**config.mk**
```make
export PLATFORM = sky130hd
export DESIGN_NAME = g_sensor_spi_ctrl
export DESIGN_NICKNAME = d
export VERILOG_FILES = /design/src/rtl/g_sensor_spi_ctrl.sv
export SDC_FILE = /design/constraint.sdc
export NUM_CORES = 1
export LEC_CHECK = 0
export BUFFER_PORTS_ARGS = -buffer_cell sky130_fd_sc_hd__buf_4
export CAP_MARGIN = 20
export CORE_ASPECT_RATIO = 1.5
export CORE_MARGIN = 3
export CORE_UTILIZATION = 40
export DETAILED_ROUTE_END_ITERATION = 8
export HOLD_SLACK_MARGIN = 0.08
export PLACE_DENSITY = 0.7
export SETUP_SLACK_MARGIN = 0.1
export SYNTH_ARGS = -nofsm -noshare
export SYNTH_HDL_FRONTEND = slang
export SYNTH_SLANG_ARGS = --single-unit
```
**constraint.sdc**
```tcl
create_clock -name clk -period 2.9 [get_ports clk]
set_input_delay 0.435 -clock clk [delete_from_list [all_inputs] [get_ports clk]]
set_output_delay 0.435 -clock clk [all_outputs]
set_load 0.01 [all_outputs]
```
**src/rtl/g_sensor_spi_ctrl.sv**
```systemverilog
// g_sensor_spi_ctrl: SPI mode-3 master for a 3-axis accelerometer.
// It writes the three configuration registers when enabled. It then reads
// the six data bytes on a periodic timer or on an INT1 rising edge.
//   clk, reset_n    : clock, asynchronous active-low reset
//   enable          : level, permits configuration and sampling
//   g_int1          : asynchronous sensor interrupt
//   spi_*           : 4-wire SPI (cs_n, sclk, sdi = MOSI, sdo = MISO)
//   accel_x/y/z     : last complete sample, two's complement
//   sample_valid    : one-clk pulse when accel_* update
//   init_done       : configuration writes complete
//   busy            : chip select low or inter-transaction gap
module g_sensor_spi_ctrl #(
    parameter int unsigned CLK_DIV       = 25,
    parameter int unsigned SAMPLE_PERIOD = 500000
) (
    input  logic        clk,
    input  logic        reset_n,
    input  logic        enable,
    input  logic        g_int1,
    input  logic        spi_sdo,
    output logic        spi_cs_n,
    output logic        spi_sclk,
    output logic        spi_sdi,
    output logic [15:0] accel_x,
    output logic [15:0] accel_y,
    output logic [15:0] accel_z,
    output logic        sample_valid,
    output logic        init_done,
    output logic        busy
);

    localparam int unsigned DIV_W    = 8;
    localparam int unsigned PH_W     = 7;
    localparam int unsigned GAP_W    = 10;
    localparam int unsigned TMR_W    = 24;
    localparam int unsigned RD_BITS  = 56;
    localparam int unsigned CFG_BITS = 16;

    typedef enum logic [2:0] {
        S_OFF,
        S_CFG,
        S_XFER,
        S_GAP,
        S_WAIT,
        S_READ
    } state_t;

    state_t             r_state;
    state_t             w_state_nxt;

    logic [DIV_W-1:0]   r_div;
    logic [PH_W-1:0]    r_ph;
    logic [PH_W-1:0]    r_last_ph;
    logic [GAP_W-1:0]   r_gap;
    logic [TMR_W-1:0]   r_timer;
    logic [1:0]         r_cfg_idx;
    logic               r_is_read;
    logic [55:0]        r_tx;
    logic [47:0]        r_rx;
    logic [2:0]         r_sync;
    logic               r_pending;
    logic               r_rd_done;
    logic               r_cs_n;
    logic               r_sclk;
    logic               r_sdi;
    logic [15:0]        r_ax;
    logic [15:0]        r_ay;
    logic [15:0]        r_az;
    logic               r_sample_valid;
    logic               r_init_done;
    logic               r_busy;

    logic               w_div_end;
    logic               w_xfer_end;
    logic               w_gap_end;
    logic               w_int_rise;
    logic               w_tmr_hit;
    logic               w_trig;
    logic               w_load;
    logic               w_act_nxt;
    logic               w_shifting;
    logic [1:0]         w_cfg_idx_nxt;

    // Configuration write sequence: {address, data}
    function automatic logic [15:0] cfg_word(input logic [1:0] idx);
        case (idx)
            2'd0:    cfg_word = 16'h310B;
            2'd1:    cfg_word = 16'h2C0A;
            default: cfg_word = 16'h2D08;
        endcase
    endfunction

    // Phase 0 is the lead-in after cs_n falls. Odd phases hold sclk low and
    // even phases hold it high. The final phase is the trail before cs_n rises.
    assign w_div_end     = (r_div == DIV_W'(CLK_DIV - 1));
    assign w_xfer_end    = (r_state == S_XFER) && w_div_end && (r_ph == r_last_ph);
    assign w_gap_end     = (r_state == S_GAP) && (r_gap == GAP_W'(4 * CLK_DIV - 1));
    assign w_int_rise    = r_sync[1] & ~r_sync[2];
    assign w_tmr_hit     = (r_timer == TMR_W'(SAMPLE_PERIOD - 1));
    // Triggers only matter once the sensor has been configured
    assign w_trig        = r_init_done & (w_int_rise | w_tmr_hit);
    assign w_load        = (w_state_nxt == S_CFG) || (w_state_nxt == S_READ);
    assign w_act_nxt     = w_load || (w_state_nxt == S_XFER);
    assign w_shifting    = ((r_state == S_CFG) || (r_state == S_READ) || (r_state == S_XFER))
                           && (w_state_nxt == S_XFER);
    assign w_cfg_idx_nxt = (r_state == S_GAP) ? r_cfg_idx + 2'd1 : 2'd0;

    // State register
    always_ff @(posedge clk or negedge reset_n) begin
        if (!reset_n) begin
            r_state <= S_OFF;
        end else begin
            r_state <= w_state_nxt;
        end
    end

    // Next-state logic; dropping enable aborts from anywhere
    always_comb begin
        w_state_nxt = r_state;
        if (!enable) begin
            w_state_nxt = S_OFF;
        end else begin
            case (r_state)
                S_OFF:  w_state_nxt = S_CFG;
                S_CFG:  w_state_nxt = S_XFER;
                S_READ: w_state_nxt = S_XFER;
                S_XFER: if (w_xfer_end) w_state_nxt = S_GAP;
                S_GAP: begin
                    if (w_gap_end) begin
                        if (!r_init_done) begin
                            w_state_nxt = (r_cfg_idx == 2'd2) ? S_WAIT : S_CFG;
                        end else if (r_pending || w_trig) begin
                            w_state_nxt = S_READ;
                        end else begin
                            w_state_nxt = S_WAIT;
                        end
                    end
                end
                S_WAIT: if (w_trig) w_state_nxt = S_READ;
                default: w_state_nxt = S_OFF;
            endcase
        end
    end

    // INT1 two-flop synchronizer plus one flop for edge detect
    always_ff @(posedge clk or negedge reset_n) begin
        if (!reset_n) begin
            r_sync <= '0;
        end else begin
            r_sync <= {r_sync[1:0], g_int1};
        end
    end

    // Shift engine, SPI pins and sample capture
    always_ff @(posedge clk or negedge reset_n) begin
        if (!reset_n) begin
            r_div          <= '0;
            r_ph           <= '0;
            r_last_ph      <= '0;
            r_cfg_idx      <= '0;
            r_is_read      <= 1'b0;
            r_tx           <= '0;
            r_rx           <= '0;
            r_cs_n         <= 1'b1;
            r_sclk         <= 1'b1;
            r_sdi          <= 1'b0;
            r_busy         <= 1'b0;
            r_rd_done      <= 1'b0;
            r_ax           <= '0;
            r_ay           <= '0;
            r_az           <= '0;
            r_sample_valid <= 1'b0;
        end else begin
            r_cs_n         <= ~w_act_nxt;
            r_busy         <= w_act_nxt || (w_state_nxt == S_GAP);
            r_sample_valid <= 1'b0;
            if (w_load) begin
                r_div  <= '0;
                r_ph   <= '0;
                r_sclk <= 1'b1;
                r_sdi  <= 1'b0;
                if (w_state_nxt == S_READ) begin
                    r_tx      <= {8'hF2, 48'h0};
                    r_last_ph <= PH_W'(2 * RD_BITS + 1);
                    r_is_read <= 1'b1;
                end else begin
                    r_tx      <= {cfg_word(w_cfg_idx_nxt), 40'h0};
                    r_last_ph <= PH_W'(2 * CFG_BITS + 1);
                    r_is_read <= 1'b0;
                    r_cfg_idx <= w_cfg_idx_nxt;
                end
            end else if (w_shifting) begin
                if (w_div_end) begin
                    r_div <= '0;
                    r_ph  <= r_ph + PH_W'(1);
                    if (r_ph[0]) begin
                        // Rising edge: sample MISO; the command byte falls off the top
                        r_sclk <= 1'b1;
                        r_rx   <= {r_rx[46:0], spi_sdo};
                    end else if (r_ph < r_last_ph - PH_W'(1)) begin
                        // Falling edge: present next MOSI bit
                        r_sclk <= 1'b0;
                        r_sdi  <= r_tx[55];
                        r_tx   <= {r_tx[54:0], 1'b0};
                    end
                end else begin
                    r_div <= r_div + DIV_W'(1);
                end
            end else begin
                r_sclk <= 1'b1;
                r_sdi  <= 1'b0;
            end
            // A read counts only if it ran to cs_n rising; publish one clk later
            r_rd_done <= (r_state == S_XFER) && (w_state_nxt == S_GAP) && r_is_read;
            if (r_rd_done && (w_state_nxt != S_OFF)) begin
                r_ax           <= {r_rx[39:32], r_rx[47:40]};
                r_ay           <= {r_rx[23:16], r_rx[31:24]};
                r_az           <= {r_rx[7:0],   r_rx[15:8]};
                r_sample_valid <= 1'b1;
            end
        end
    end

    // Gap counter, sample timer, pending trigger and init flag
    always_ff @(posedge clk or negedge reset_n) begin
        if (!reset_n) begin
            r_gap       <= '0;
            r_timer     <= '0;
            r_pending   <= 1'b0;
            r_init_done <= 1'b0;
        end else begin
            if (r_state != S_GAP) begin
                r_gap <= '0;
            end else begin
                r_gap <= r_gap + GAP_W'(1);
            end

            // The timer keeps running through reads so that read starts are
            // SAMPLE_PERIOD apart. It is cleared while unconfigured and on each read.
            if (!r_init_done || (w_state_nxt == S_READ) || w_tmr_hit) begin
                r_timer <= '0;
            end else begin
                r_timer <= r_timer + TMR_W'(1);
            end

            if ((w_state_nxt == S_OFF) || (w_state_nxt == S_READ)) begin
                r_pending <= 1'b0;
            end else if (w_trig && ((r_state == S_READ) || (r_state == S_XFER) ||
                                    (r_state == S_GAP))) begin
                r_pending <= 1'b1;
            end

            if (w_state_nxt == S_OFF) begin
                r_init_done <= 1'b0;
            end else if ((r_state == S_GAP) && (w_state_nxt == S_WAIT)) begin
                r_init_done <= 1'b1;
            end
        end
    end

    assign spi_cs_n     = r_cs_n;
    assign spi_sclk     = r_sclk;
    assign spi_sdi      = r_sdi;
    assign accel_x      = r_ax;
    assign accel_y      = r_ay;
    assign accel_z      = r_az;
    assign sample_valid = r_sample_valid;
    assign init_done    = r_init_done;
    assign busy         = r_busy;

endmodule
```
Word level (Yosys, flattened, before mapping)
Cells that the tools add are included.
{"block": "totals", "register_bits": 225, "in_bits": 5, "out_inout_bits": 54}
{"block": "classes", "addsub": 6, "n_lt_le_gt_ge": 1, "eq_ne": 22, "n_mux": 41, "n_bitwise": 7, "n_reduce_logical": 37}
{"op": "two-way mux 56 bit", "n": 6}
{"op": "two-way mux 7 bit", "n": 4}
{"op": "case mux 13 bit (2 select lines)", "n": 1}
{"op": "adder 24 x 1 -> 24 bit (second input constant)", "n": 1}
{"op": "equality test 24 x 19 -> 1 bit (second input constant)", "n": 1}
{"op": "two-way mux 24 bit", "n": 1}
{"op": "two-way mux 8 bit", "n": 3}
{"op": "two-way mux 3 bit", "n": 6}
{"op": "two-way mux 1 bit", "n": 17}
{"op": "case mux 3 bit (5 select lines)", "n": 1}
{"op": "equality test 3 x 2 -> 1 bit (second input constant)", "n": 4}
{"op": "equality test 3 bit (second input constant)", "n": 4}
{"op": "logical OR 1 bit", "n": 11}
{"op": "adder 10 x 1 -> 10 bit (second input constant)", "n": 1}
{"op": "equality test 10 x 7 -> 1 bit (second input constant)", "n": 1}
{"op": "two-way mux 10 bit", "n": 1}
{"op": "nonzero test 2 bit", "n": 5}
{"op": "logical AND 1 bit", "n": 9}
{"op": "adder 8 x 1 -> 8 bit (second input constant)", "n": 1}
{"op": "equality test 8 x 5 -> 1 bit (second input constant)", "n": 1}
{"op": "AND reduction 4 bit", "n": 2}
{"op": "adder 7 x 1 -> 7 bit (second input constant)", "n": 1}
{"op": "equality test 7 bit", "n": 1}
{"op": "< comparator 7 bit", "n": 1}
{"op": "other kinds (20)", "n": 30}

Longest topological paths before layout
Gate-level depths: netlist of the first run.
{"block": "logic_depth", "ltp_word": 14, "depth_mapped": 12, "ltp_nobuf": 11}

Worst setup path before layout of the first run
No wires, ideal clock.
{"block": "synth_timing", "path_type": "register to register", "from": "register r_gap[0]", "to": "register r_rx[27]", "setup_ps": 125, "t_arrival_ps": 2940, "t_required_ps": 2775, "slack_ps": -165, "path_stages_with_launch": 11, "n_path_buf": 2, "synth_period_minus_slack_ps": 3065, "cell_sequence": "dfrtp_1 -> ha_1 -> or4b_1 -> or4_4 -> a2111oi_4 -> nor2_2 -> nor3_4 -> nand2_1 -> buf_6 -> buf_6 -> mux2_4"}
{"block": "synth_via", "elab_chain_len": 9, "word_cells_on_any_way": 12}
{"element": "from (decl)", "line_no": "54", "source": "logic [GAP_W-1:0] r_gap;"}
{"element": "from (signal assigned)", "line_no": "235", "source": "r_gap <= r_gap + GAP_W'(1);"}
{"element": "equality test 10 x 7 -> 1 bit *", "line_no": "97", "source": "assign w_gap_end = (r_state == S_GAP) && (r_gap == GAP_W'(4 * CLK_DIV - 1));"}
{"element": "logical AND 1 bit *", "line_no": "97"}
{"element": "two-way mux 3 bit *", "line_no": "129", "source": "if (w_gap_end) begin"}
{"element": "case mux 3 bit (5 select lines) *", "line_no": "123", "source": "case (r_state)"}
{"element": "two-way mux 3 bit *", "line_no": "120", "source": "if (!enable) begin"}
{"element": "equality test 3 x 1 -> 1 bit / equality test 3 bit (equally long branches)", "line_no": "102", "source": "assign w_load = (w_state_nxt == S_CFG) || (w_state_nxt == S_READ);"}
{"element": "logical OR 1 bit", "line_no": "102"}
{"element": "NOT 1 bit (no line)"}
{"element": "AND reduction 4 bit (no line) *"}
{"element": "to (signal assigned)", "line_no": "199", "source": "r_rx <= {r_rx[46:0], spi_sdo};"}
{"element": "to (decl)", "line_no": "59", "source": "logic [47:0] r_rx;"}
Every way passes the cells marked *; elsewhere a longest branch is shown, timed or not.
A chain may end at the register's enable or synchronous reset.

Final worst setup path of the first run
{"block": "layout_timing", "from": "register r_gap[1]", "to": "register r_tx[53]"}
{"block": "layout_via", "elab_chain_len": 9, "word_cells_on_any_way": 16}
{"element": "equality test 10 x 7 -> 1 bit *", "line_no": "97"}
{"element": "logical AND 1 bit *", "line_no": "97"}
{"element": "two-way mux 3 bit *", "line_no": "129"}
{"element": "case mux 3 bit (5 select lines) *", "line_no": "123"}
{"element": "two-way mux 3 bit *", "line_no": "120"}
{"element": "equality test 3 x 1 -> 1 bit, or another cell as far along", "line_no": "102"}
{"element": "logical OR 1 bit / logical AND 1 bit (equally long branches)", "line_no": "102, 105"}
{"element": "!= test 2 x 1 -> 1 bit (no line) / nonzero test 2 bit (equally long branches)"}
{"element": "AND reduction 4 bit (no line)"}
{"element": "to (signal assigned)", "line_no": "183", "source": "r_tx <= {8'hF2, 48'h0};"}
{"element": "to (signal assigned)", "line_no": "187", "source": "r_tx <= {cfg_word(w_cfg_idx_nxt), 40'h0};"}
{"element": "to (signal assigned)", "line_no": "204", "source": "r_tx <= {r_tx[54:0], 1'b0};"}
{"element": "to (decl)", "line_no": "58", "source": "logic [55:0] r_tx;"}
Marked as above.

==> results of run 1 <==
-- synthesized netlist by cell type, types with 2 or more instances --
library cell / number / area, um^2
dfrtp_1: 177 / 4430
mux2_2: 78 / 878
nor2_1: 63 / 236
nand2_1: 34 / 128
nand3_1: 25 / 125
mux2_4: 20 / 300
xnor2_1: 19 / 166
xor2_1: 18 / 158
mux2i_1: 16 / 160
ha_1: 15 / 188
inv_1: 15 / 56.3
nor3_1: 14 / 70.1
clkbuf_1: 12 / 45.0
o21ai_0: 12 / 60.1
buf_2: 9 / 45.0
nand4_1: 9 / 56.3
a21oi_1: 8 / 40.0
and3_1: 5 / 31.3
o211ai_1: 5 / 37.5
or3_1: 5 / 31.3
and4_1: 4 / 35.0
nor4_1: 4 / 25.0
nor4b_1: 4 / 35.0
a211o_1: 3 / 26.3
buf_6: 3 / 33.8
nand2b_1: 3 / 18.8
nor2b_1: 3 / 18.8
o21a_1: 3 / 22.5
or4_1: 3 / 22.5
a22o_1: 2 / 17.5
a31oi_1: 2 / 12.5
and2_1: 2 / 12.5
dfstp_2: 2 / 52.6
o221a_2: 2 / 22.5
o31ai_1: 2 / 15.0
-- per-stage QoR --
stage | util [%] | setup slack (ns) | cells | setup TNS, ns | area, um^2
after global routing | 50.5 | -0.154 | 991 | -7.57 | 9670
after floorplan | - | 0.0760 | 622 | 0 | 7860
after CTS | 49.7 | 0.0235 | 989 | 0 | 9510
final | 50.5 | -0.0451 | 991 | -0.104 | 9670
after global placement | 46.1 | 0.0766 | 948 | 0 | 8830
after detailed placement | 46.1 | -0.0262 | 948 | -0.0695 | 8830
-- power groups by stage --
| stage | clock, mW | sequential [mW] | combinational (mW) |
|---|---|---|---|
| after global placement | 0 | 2.68 | 0.328 |
| after global routing | 2.51 | 2.64 | 0.417 |
| after CTS | 2.41 | 2.63 | 0.356 |
| after floorplan | 0 | 2.67 | 0.187 |
| after detailed placement | 0 | 2.68 | 0.333 |
| final | 2.34 | 2.63 | 0.372 |
-- layout make-up --
class                           instances  area (um^2)  share of cell area (%)
Sequential cell                       179         4480                    46.3
Multi-Input combinational cell        402         3280                    33.9
Timing Repair Buffer                  107          936                    9.68
Clock buffer                           17          425                    4.40
Tap cell                              256          320                    3.31
Clock inverter                         15          173                    1.79
Inverter                               15         56.3                   0.582
-- logic make-up (layout without fill, tap and decap cells) --
logic type / after synthesis / after routing / share of synthesized area [%]
buffers and inverters: 41 / 154 / 2.45
XOR/XNOR: 37 / 37 / 4.15
multiplexers: 114 / 114 / 17.1
AO/OA/AOI/OAI: 47 / 47 / 4.33
flip-flops: 179 / 179 / 57.4
adder cells (fa/ha/maj): 15 / 15 / 2.40
AND/OR/NAND/NOR: 189 / 189 / 12.1
-- routing by layer --
layer | up-vias | track usage [%]
met4 | 0 | 6.07
met5 | - | 0
met2 | 74 | 25.7
met1 | 2566 | 18.1
li1 | 2367 | -
met3 | 23 | 2.88
-- layout by cell type, fill, tap and decap left out, types with 6 or more instances in the layout --
master and n:
xor2_1 18, xnor2_1 19, a21oi_1 6, dfrtp_1 177, nor3_1 13, ha_1 13, nand4_1 9, nand3_1 22
clkbuf_16 18, nor2_1 60, buf_6 10, nand2_1 30, mux2_2 78, buf_12 6, inv_1 13, buf_4 89
o21ai_1 7, mux2_4 20, mux2i_1 16
-- sequential cells by signal, summed over array words and instances (netlist names), 3 cells and up --
| signal | cells |
|---|---|
| r_rx | 48 |
| r_ph | 7 |
| r_gap | 10 |
| r_tx | 16 |
| accel_x | 16 |
| accel_z | 16 |
| r_div | 8 |
| r_sync | 3 |
| r_state | 3 |
| accel_y | 16 |
| r_timer | 24 |
-- worst reg2reg max path: cells and delay by family, from the launching register on --
kind / cells / cell delay [ns]
simple gates: 4 / 1.54
buf+inv: 1 / 0.17
flops: 1 / 0.36
fa+ha+maj: 1 / 0.19
compound gates: 2 / 0.58
-- repair_timing --
| action | CTS | global route |
|---|---|---|
| pin swaps | 1 | 1 |
| resized for setup | 5 | 36 |
| gates cloned | 0 | 1 |
| setup buffers | 8 | 1 |
| hold buffers | 1 | 0 |
| hold endpoints to repair | 44 | 0 |
| setup endpoints to repair | 68 | 108 |
-- final timing paths --
kind,end,start,depth (start not counted)
max,r_tx[53]$_DFFE_PN0P_,r_gap[1]$_DFF_PN0_,8
min,r_sync[0]$_DFF_PN0_,g_int1,1
max reg2reg,r_tx[53]$_DFFE_PN0P_,r_gap[1]$_DFF_PN0_,8
min reg2reg,r_sync[1]$_DFF_PN0_,r_sync[0]$_DFF_PN0_,0
max in group asynchronous,r_state[2]$_DFF_PN0_,reset_n,3
min in group asynchronous,accel_z[5]$_DFFE_PN0P_,reset_n,2
==> flow_summary_export.csv, run 1 <==
group,metric,value,unit
global_route,gr-total-overflow,0,
detailed_routing,vias,5030,
sta,period_needed,2.95,ns
global_route,grt_pass1_vias,5261,
detailed_routing,drc,0,
sta,max_freq,340,MHz
power_and_ir_drop,p_leak,4.69,nW
clock_network,clk_latency,0.42,ns
yosys,synth-async-reset-ratio,100,%
floorplanning,io-pin-count,59,
detailed_routing,wl_met3,359,um
power_and_ir_drop,switchingPower,1.30,mW
layout,fillers,1662,
power_and_ir_drop,seq_power_share,49.2,%
detailed_routing,routed.top_layer,"met4",
global_route,antenna_found_initial,0,
sta,report.final.slew_viol_count,0,
detailed_routing,wl,15.4,mm
clock_network,cts_buffer_depth,2,
hold_path,hold_path_class,"in -> reg",
clock_network,cts.clk_slew.worst_paths,0.07,ns
detailed_routing,dr.pass1.iters,4,
power_and_ir_drop,powerDensity,553,mW/mm^2
global_route,track_usage,14.8,%
detailed_routing,met2WireLength,8.09,mm
floorplanning,die_x,120,um
setup_path,path_cells,"ha_2 -> or4b_4 -> or4_4 -> a2111oi_4 -> nor2_4 -> buf_4 -> or3_4 -> a211o_1",
yosys,yosysWarnings,0,
detailed_routing,wl_per_cell,15.5,um
sta,period_share,102,%
floorplanning,initial_core_util,40.8,%
sta,hold_viol,0,
yosys,synthCells,622,
yosys,syn_area_per_cell,12.6,um^2
power_and_ir_drop,power.internal,4.04,mW
setup_path,cp_slowest_cell,"or4_4",
detailed_routing,antenna_left,0,
floorplanning,coreArea,0.0192,mm^2
yosys,syn_nets,642,
sta,setup_viol,6,
placed_design,place.gp.congestion,0.835,
power_and_ir_drop,switching_share,24.4,%
power_and_ir_drop,clockPowerShare,43.8,%
setup_path,crit_type,"reg -> reg",
yosys,ys_ff_latch,179,
global_route,grt_max_degree,65,
yosys,synth.distinct_cells,56,
setup_path,cp_top_family,"simple AND/OR/NAND/NOR gates",
layout,n_antenna_cell,0,
yosys,synth_edf_count,0,
run_status,status,"finished with violations",
detailed_routing,vias_per_cell,5.08,
detailed_routing,met1_length,6.61,mm
sta,relSlewSlack,61.2,%
layout,syn2layout_area_growth,23.9,%
setup_path,cp_max_fo,9,
floorplanning,die_y,177,um
sta,clock_skew,0.0138,ns
floorplanning,die_area,0.0213,mm^2
clock_network,clock_sinks,179,
sta,rsz0062_at_grt,"true",
clock_network,root_buffer,"clkbuf_16",
setup_path,crit_path_end_kind,"flip-flop",
job,drv_cap,0,
power_and_ir_drop,power.total,5.35,mW
detailed_routing,drtIter0Drc,188,
global_route,grt_first_pass_wirelength,25.8,mm
layout,drive_gt1_share,37.3,%
sta,worst_slack,-0.0451,ns
sta,holdWs,0.121,ns
setup_path,required,3.21,ns
power_and_ir_drop,vdd.ir_drop.worst,369,uV
floorplanning,fp-row-count,62,
run_status,violations,"negative setup slack",
setup_path,ff2ff_setup_slack,-0.05,ns
yosys,yosysSeqAreaShare,57.4,%
clock_network,numCtsBuffers,17,
yosys,synthFlopType,"dfrtp_1",
power_and_ir_drop,pwr-share-comb,7.0,%
setup_path,crit_buf_inv,1,
sta,tightest_slew,0.580,ns
placed_design,port_buffers,58,
yosys,synthesis.area,0.00781,mm^2
layout,nNetsFinal,742,
setup_path,cp-start-kind,"flip-flop",
clock_network,tritoncts,"built",
clock_network,htree_levels,4,
setup_path,worstPathArrival,3.26,ns
placed_design,dp_hpwl,10.2,mm
setup_path,slowest_delay,0.53,ns
No activity file was read; power rests on OpenSTA's default activity.
==> run 2, diff against run 1 <==
--- a/config.mk
+++ b/config.mk
@@ -7,12 +7,13 @@
 export LEC_CHECK = 0
 export BUFFER_PORTS_ARGS = -buffer_cell sky130_fd_sc_hd__buf_4
 export CAP_MARGIN = 20
+export CELL_PAD_IN_SITES_DETAIL_PLACEMENT = 1
+export CELL_PAD_IN_SITES_GLOBAL_PLACEMENT = 2
 export CORE_ASPECT_RATIO = 1.5
-export CORE_MARGIN = 3
 export CORE_UTILIZATION = 40
 export DETAILED_ROUTE_END_ITERATION = 8
 export HOLD_SLACK_MARGIN = 0.08
-export PLACE_DENSITY = 0.7
+export PLACE_DENSITY = 0.88
 export SETUP_SLACK_MARGIN = 0.1
 export SYNTH_ARGS = -nofsm -noshare
 export SYNTH_HDL_FRONTEND = slang
==> constraint.sdc (replaced) <==
create_clock -name clk -period 3.7 [get_ports clk]
set_input_delay 0.555 -clock clk [delete_from_list [all_inputs] [get_ports clk]]
set_output_delay 0.555 -clock clk [all_outputs]
set_load 0.01 [all_outputs]
==> flow_summary_export.csv, run 2 (synthesis results as in run 1) <==
group,metric,value,unit
run_status,status,"finished clean",
floorplanning,die_x,116,um
clock_network,hold_buffers,0,
global_route,grt_max_degree,73,
layout,final_common_cell,"dfrtp_1",
job,drv_cap,0,
floorplanning,initial_core_util,40.8,%
floorplanning,die_area,0.0201,mm^2
detailed_routing,drtIter0Drc,219,
setup_path,critPathLaunch,"r_last_ph[5]$_DFFE_PN0N_",
setup_path,required,4.02,ns
clock_network,clock_sinks,179,
global_route,grt_first_pass_wirelength,29.4,mm
placed_design,place.gp.congestion,0.782,
placed_design,dp_hpwl,11.5,mm
floorplanning,coreArea,0.0192,mm^2
detailed_routing,wl_per_cell,18.1,um
clock_network,cts_buffer_depth,2,
setup_path,cp-start-kind,"flip-flop",
placed_design,port_buffers,58,
global_route,antenna_found_initial,0,
sta,rsz0062_at_grt,"false",
clock_network,tritoncts,"built",
detailed_routing,wl,17.3,mm
power_and_ir_drop,powerDensity,454,mW/mm^2
layout,largest_register,"r_rx",
clock_network,htree_levels,4,
sta,clock_skew,0.0143,ns
setup_path,ff2ff_setup_slack,0.32,ns
layout,reg.largest.list,"r_rx x48, r_timer x24",
global_route,grt_pass1_vias,5621,
sta,setup_viol,0,
clock_network,clk_latency,0.44,ns
sta,period_needed,3.38,ns
setup_path,r2r-start,"r_last_ph[5]$_DFFE_PN0N_",
layout,fillers,1992,
layout,drive_gt1_share,30.8,%
sta,period_share,91.4,%
clock_network,numCtsBuffers,17,
sta,fin_setup_tns,0,ns
global_route,gr-total-overflow,0,
setup_path,cp_max_fo,48,
layout,seq_area,0.00448,mm^2
floorplanning,fp-row-count,62,
floorplanning,io-pin-count,59,
detailed_routing,vias_per_cell,5.28,
layout,n_antenna_cell,0,
setup_path,crit_path_end_kind,"flip-flop",
detailed_routing,drc,0,
layout,instances_no_fill,955,
layout,largest_register_ffs,48,
clock_network,cts.clk_slew.worst_paths,0.08,ns
detailed_routing,vias,5046,
layout,multi_input_area,0.00315,mm^2
layout,nNetsFinal,706,
sta,tightest_slew,0.678,ns
clock_network,post_cts_buffers,0,
detailed_routing,dr.pass1.iters,4,
floorplanning,die_y,173,um
global_route,track_usage,19.0,%
sta,hold_viol,0,
layout,final_cell_mix,"dfrtp_1, mux2_2, buf_4, nor2_1, nand2_1",
layout,syn2layout_area_growth,17.6,%
sta,relSlewSlack,54.8,%
detailed_routing,antenna_left,0,
setup_path,reg2reg_to,"r_rx[22]$_DFFE_PN0P_",
hold_path,hold_path_class,"in -> async",
setup_path,worstPathArrival,3.70,ns
sta,report.final.slew_viol_count,0,
power_and_ir_drop,vdd.ir_drop.worst,331,uV
setup_path,crit_type,"reg -> reg",
placed_design,dp_cells,923,
power_and_ir_drop,p_leak,4.44,nW
sta,max_freq,296,MHz
setup_path,rr_worst_depth,10,
clock_network,root_buffer,"clkbuf_16",
-- run 2: cell types whose count changed in the layout (fill, tap and decap cells not counted), moves of 4 or more --
cell / change
buf_12: -4
buf_4: -21
buf_6: -9
clkinv_8: +4
o21ai_0: +7
o21ai_1: -6
-- run 2: where the power goes --
group | internal, mW | switching (mW) | total (mW)
Clock | 0.931 | 0.927 | 1.86
Sequential | 2.02 | 0.0508 | 2.07
Combinational | 0.0869 | 0.152 | 0.238
Total | 3.04 | 1.13 | 4.17
-- run 2: how the worst max path moves through the flow --
stage | endpoint | slack (ns) | depth (start not counted)
2_1_floorplan | r_rx[27]$_DFFE_PN0P_ | 0.63 | 10
3_3_place_gp | r_rx[26]$_DFFE_PN0P_ | 0.38 | 10
3_5_place_dp | r_rx[26]$_DFFE_PN0P_ | 0.23 | 10
4_1_cts | r_ph[6]$_DFFE_PN0P_ | 0.18 | 8
5_1_grt | r_rx[22]$_DFFE_PN0P_ | 0.15 | 10
6_report | r_rx[22]$_DFFE_PN0P_ | 0.32 | 10
-- run 2: repair_timing --
item	CTS	global route
endpoints found under the setup margin	0	48
gates resized for setup	0	2
endpoints found under the hold margin	0	0
-- run 2: final cells by class --
class	instances	share of cell area (%)
clock buffer	17	4.63
clock inverter	15	2.08
tap	256	3.49
timing repair buffer	71	6.12
multi-input combinational	402	34.3
inverter	15	0.613
sequential	179	48.8
-- run 2: critical path, stage by stage, from the launching register on --
cell and delay, ns:
dfrtp_1 0.48, inv_1 0.13, ha_1 0.28, or4_1 0.50, or3_1 0.32, a211oi_1 0.29
nand2b_2 0.35, nor3_4 0.08, nand2_2 0.12, buf_12 0.28, mux2_2 0.40
-- run 2: stage by stage --
stage	power, mW	area, um^2	setup WS [ns]	utilization, %	hold slack (ns)
6_report	4.17	9180	0.318	47.9	0.105
2_1_floorplan	2.23	7810	0.635	-	0.259
3_5_place_dp	2.35	8560	0.231	44.7	0.342
4_1_cts	4.22	9180	0.177	47.9	0.119
3_3_place_gp	2.33	8560	0.376	44.7	0.337
5_1_grt	4.32	9180	0.149	47.9	0.151
-- run 2: metal layers --
layer / vias up / GRT usage [%] / routed length (um)
met5: - / 0 / 0
met3: 23 / 5.12 / 658
li1: 2290 / - / -
met4: 0 / 7.64 / 298
met1: 2648 / 22.2 / 6930
met2: 85 / 32.4 / 9430
